## src/rtl/sipo_deserializer.sv

```systemverilog
// Serial-in / parallel-out deserializer with configurable width and shift
// direction, a bit-qualify input, a word-boundary counter, a valid/ready output
// holding register and sticky overrun detection. All state updates on the
// falling edge of clk.
// Optional even-parity frame bit: define SIPO_DESER_PARITY_EN.
module sipo_deserializer #(
  parameter int unsigned WIDTH      = 4,
  parameter int unsigned SHIFT_LEFT = 0
) (
  input  logic             clk,
  input  logic             reset,
  input  logic             clear,
  input  logic             serial_data_in,
  input  logic             serial_valid,
  output logic [WIDTH-1:0] shift_data_out,
  output logic [WIDTH-1:0] parallel_data_out,
  output logic             out_valid,
  input  logic             out_ready,
  output logic             overrun,
  output logic             parity_err
);

`ifdef SIPO_DESER_PARITY_EN
  localparam int unsigned FRAME = WIDTH + 1;
`else
  localparam int unsigned FRAME = WIDTH;
`endif
  localparam int unsigned CNT_W = $clog2(FRAME + 1);

  logic [WIDTH-1:0] sr_q, sr_d;
  logic [CNT_W-1:0] cnt_q, cnt_d;
  logic [WIDTH-1:0] pdata_q, pdata_d;
  logic             valid_q, valid_d;
  logic             ovr_q, ovr_d;
  logic             perr_q, perr_d;
  logic             last_bit_c;
  logic             data_bit_c;
  logic [WIDTH-1:0] sr_shift_c;

  // Frame position decode: which accepted bit closes the frame, which feed sr
  always_comb begin
    last_bit_c = serial_valid && (cnt_q == CNT_W'(FRAME - 1));
`ifdef SIPO_DESER_PARITY_EN
    data_bit_c = serial_valid && (cnt_q != CNT_W'(WIDTH));
`else
    data_bit_c = serial_valid;
`endif
  end

  // Shift-register next value for the configured direction
  always_comb begin
    if (SHIFT_LEFT != 0) begin
      sr_shift_c = {sr_q[WIDTH-2:0], serial_data_in};
    end else begin
      sr_shift_c = {serial_data_in, sr_q[WIDTH-1:1]};
    end
  end

  // Next-state: shifting, counting, word completion, handshake and overrun
  always_comb begin
    sr_d    = sr_q;
    cnt_d   = cnt_q;
    pdata_d = pdata_q;
    valid_d = valid_q;
    ovr_d   = ovr_q;
    perr_d  = perr_q;

    if (data_bit_c) begin
      sr_d = sr_shift_c;
    end
    if (serial_valid) begin
      cnt_d = last_bit_c ? '0 : cnt_q + CNT_W'(1);
    end

    if (last_bit_c) begin
      // The parity bit never enters sr, so sr_d is the data word either way
      pdata_d = sr_d;
      valid_d = 1'b1;
      if (valid_q && !out_ready) begin
        ovr_d = 1'b1;
      end
`ifdef SIPO_DESER_PARITY_EN
      perr_d = (^sr_d) ^ serial_data_in;
`else
      perr_d = 1'b0;
`endif
    end else if (valid_q && out_ready) begin
      valid_d = 1'b0;
    end
  end

  // State registers; clear has priority over every other update
  always_ff @(negedge clk or negedge reset) begin
    if (!reset) begin
      sr_q    <= '0;
      cnt_q   <= '0;
      pdata_q <= '0;
      valid_q <= 1'b0;
      ovr_q   <= 1'b0;
      perr_q  <= 1'b0;
    end else if (clear) begin
      sr_q    <= '0;
      cnt_q   <= '0;
      pdata_q <= '0;
      valid_q <= 1'b0;
      ovr_q   <= 1'b0;
      perr_q  <= 1'b0;
    end else begin
      sr_q    <= sr_d;
      cnt_q   <= cnt_d;
      pdata_q <= pdata_d;
      valid_q <= valid_d;
      ovr_q   <= ovr_d;
      perr_q  <= perr_d;
    end
  end

  assign shift_data_out    = sr_q;
  assign parallel_data_out = pdata_q;
  assign out_valid         = valid_q;
  assign overrun           = ovr_q;
  assign parity_err        = perr_q;

endmodule
```

## config.mk

```make
export PLATFORM = sky130hd
export DESIGN_NAME = sipo_deserializer
export DESIGN_NICKNAME = d
export VERILOG_FILES = /design/src/rtl/sipo_deserializer.sv
export SDC_FILE = /design/constraint.sdc
export NUM_CORES = 1
export LEC_CHECK = 0
export ABC_AREA = 0
export BUFFER_PORTS_ARGS = -buffer_cell sky130_fd_sc_hd__buf_4
export CAP_MARGIN = 30
export CELL_PAD_IN_SITES_DETAIL_PLACEMENT = 1
export CELL_PAD_IN_SITES_GLOBAL_PLACEMENT = 1
export CORE_UTILIZATION = 41
export CTS_CLUSTER_SIZE = 40
export DETAILED_ROUTE_END_ITERATION = 12
export PLACE_DENSITY_LB_ADDON = 0.1
export SETUP_SLACK_MARGIN = 0.2
export SLEW_MARGIN = 15
export SYNTH_ARGS = -nofsm -noshare
export SYNTH_HDL_FRONTEND = slang
export SYNTH_SLANG_ARGS = --single-unit
```

## constraint.sdc

```tcl
create_clock -name clk -period 2.65 [get_ports clk]
set_input_delay 0.3975 -clock clk [delete_from_list [all_inputs] [get_ports clk]]
set_output_delay 0.3975 -clock clk [all_outputs]
set_load 0.03 [all_outputs]
```

==> summary.md <==
| Metric | Value |
|---|---|
| Reg clk slew, reported paths | 50 ps |
| Final instance area | 815 um2 |
| First-pass GRT wire length | 1950 um |
| Sequential fraction of the synthesis area | 0.519 |
| GRT Total Usage | 0.197 |
| Clock buffer count from CTS | 3 |
| P_leak | 0.000397 uW |
| Fin. max-slew vios | 0 |
| Core area | 0.00137 mm2 |
| # port buffers | 15 |
| Worst Setup End Kind | primary output |
| Area grow syn2layout | 29.9% |
| Drt pass-1 iters | 2 |
| RSZ-0062 raised after global routing | true |
| Critical Path Start | shift_data_out[1] |
| Critical Path Sink | shift_data_out[1] |
| Worst EP required | 2250 ps |
| Status | complete, no violations |
| Syn nets | 60 |
| Initial antenna violation count | 0 |
| Die ar. | 0.00169 mm2 |
| Worst path top cell family by delay | flip-flops |
| Max cap viols | 0 |
| Final setup fails | 0 |
| Top-area cell type share of the netlist area | 0.519 |
| Fin. Hold Viols | 0 |
| Io pins | 17 |
| Clock Latency Late Sink | 280 ps |
| Synth cell types | 18 |
| Largest stage delay, worst path | 430 ps |
| Synth Warn # | 0 |
| DRT iter0 DRCs | 3 |
| Bufs on Longest Clock Path | 2 |
| Largest net degree at the start of global routing | 20 |
| Drt wl/cell | 14.6 um |
| Pwr dens | 459 mW/mm2 |
| Hold buffers post-CTS | 0 |
| Post-Route WL | 1270 um |
| R2R depth | 3 |
| Worst clock skew | 2.43 ps |
| Reg2reg start | cnt_q[0] |
| Post-synthesis area per instance | 11.8 um2 |
| Standard-cell row count | 13 |
| DIE WIDTH | 41.1 um |
| Remaining DRCs | 0 |
| CP Buf/Inv Count | 1 |
| Cell breakdown of the critical path | buf_6 |
| Antenna diode count | 0 |
| CP max stage cell | dfrtn_1 |
| Setup_tns | 0 ps |
| #FFs+latches synth | 13 |
| Cell depth of the worst setup path | 1 |
| Placed cell area | 712 um2 |
| Critical Path Start Type | register |
| Vias in the first global route | 414 |
| H-tree levels | 1 |
| Worst vdd ir | 0.286 mV |
| Synth area leaders | dfrtn_1, mux2i_1, nand2b_1 |
| Antenna Nets Post-Route | 0 |
| Placed cells | 78 |
| Total gr overflow | 0 |
| Clock Tree Root | clkbuf_4 |
| DPL Wire Length | 856 um |
| Non-Filler Instances | 87 |
| Vias | 433 |
| CTS tree | yes |
| R2r setup slk | 1360 ps |
| Hold Path Class | register to register |
| Height of the die | 41.1 um |
| Layout cells sized above 1 | 0.347 |
| GP Congestion | 0.601 |
| Initial Util | 0.459 |
| CTS sink count | 13 |
| Vias per inst | 4.98 |
| Post-synth design cell area | 627 um2 |
| Area leader, netlist | dfrtn_1 |
| Critical Setup Path Class | register to primary output |
| R2R Path End | parallel_data_out[1] |
| Worst path arrival time | 2180 ps |
| Final layout net count | 80 |
| Crit-path max FO | 2 |
| Mapped Cells | 53 |
-- layer usage --
layer / share of wire / GRT usage / vias up
li1: - / - / 214
met1: 0.48 / 0.241 / 205
met2: 0.46 / 0.262 / 12
met3: 0.047 / 0.114 / 2
met4: 0.011 / 0.121 / 0
met5: 0 / 0 / -
-- layout make-up --
type	count	area [um2]
repair buffers	20	188
fillers	142	552
multi-input cells	34	251
clock buffers	3	22.5
well taps	15	18.8
inverters	1	3.75
clock inverters	1	5.00
flip-flops and latches	13	325
-- registers in the layout (all words and copies together), names as in the netlist --
| name | count |
|---|---|
| cnt_q | 3 |
| out_valid | 1 |
| overrun | 1 |
| parallel_data_out | 4 |
| shift_data_out | 4 |
-- logic make-up (layout without fill, tap and decap cells) --
family / count (synthesis) / after routing / share of synthesized area
AO/OA/AOI/OAI: 5 / 5 / 0.0599
adder cells (fa/ha/maj): 1 / 1 / 0.0200
buffers and inverters: 6 / 25 / 0.0798
flip-flops: 13 / 13 / 0.519
multiplexers: 8 / 8 / 0.128
other: 1 / 1 / 0.00598
AND/OR/NAND/NOR: 19 / 19 / 0.188
-- per-stage QoR --
| stage | utilization | power (uW) | worst slack [ps] | hold WS (ps) |
|---|---|---|---|---|
| final | 0.596 | 374 | 70.0 | 457 |
| after global routing | 0.596 | 396 | 24.6 | 483 |
| after CTS | 0.585 | 382 | 57.0 | 462 |
| after detailed placement | 0.521 | 252 | 124 | 456 |
| after global placement | 0.521 | 251 | 149 | 435 |
| after floorplan | - | 239 | 258 | 420 |
-- cells in the mapped netlist --
library cell	count
dfrtn_1	13
nand2b_1	10
mux2i_1	8
nor2_1	5
buf_6	3
nand3b_1	2
a211oi_1	1
a21oi_1	1
a22o_1	1
and3b_1	1
buf_2	1
buf_4	1
conb_1	1
ha_1	1
inv_1	1
nor3b_2	1
o2bb2ai_1	1
o31ai_1	1
-- how the worst min path moves through the flow --
| stage | from | to | slack (ps) | depth (start not counted) |
|---|---|---|---|---|
| after floorplan | cnt_q[1] | cnt_q[1] | 420 | 1 |
| after global placement | overrun | overrun | 440 | 2 |
| after detailed placement | overrun | overrun | 460 | 2 |
| after CTS | cnt_q[1] | cnt_q[1] | 460 | 1 |
| after global routing | cnt_q[1] | cnt_q[1] | 480 | 1 |
| final | cnt_q[1] | cnt_q[1] | 460 | 1 |
-- report_power, final --
| part | internal (uW) | switching (uW) | total [uW] |
|---|---|---|---|
| Combinational | 20.8 | 24.5 | 45.3 |
| Clock | 56.1 | 64.9 | 121 |
| Sequential | 204 | 3.71 | 208 |
-- layout by cell type, fill, tap and decap left out, drive strengths merged --
cell / n
nor2: 5
ha: 1
buf: 20
and3b: 1
nor3b: 1
mux2i: 8
o2bb2ai: 1
conb: 1
dfrtn: 13
a211oi: 1
inv: 1
a22o: 1
clkinv: 1
a21oi: 1
nand2b: 10
nand3b: 2
o31ai: 1
clkbuf: 3
-- what timing repair did --
item,CTS,global route
buffers inserted,3,2
hold endpoints to repair,0,0
resized for setup,10,0
endpoints found under the setup margin,10,10
Note: power is estimated with default switching activity, not from simulation.
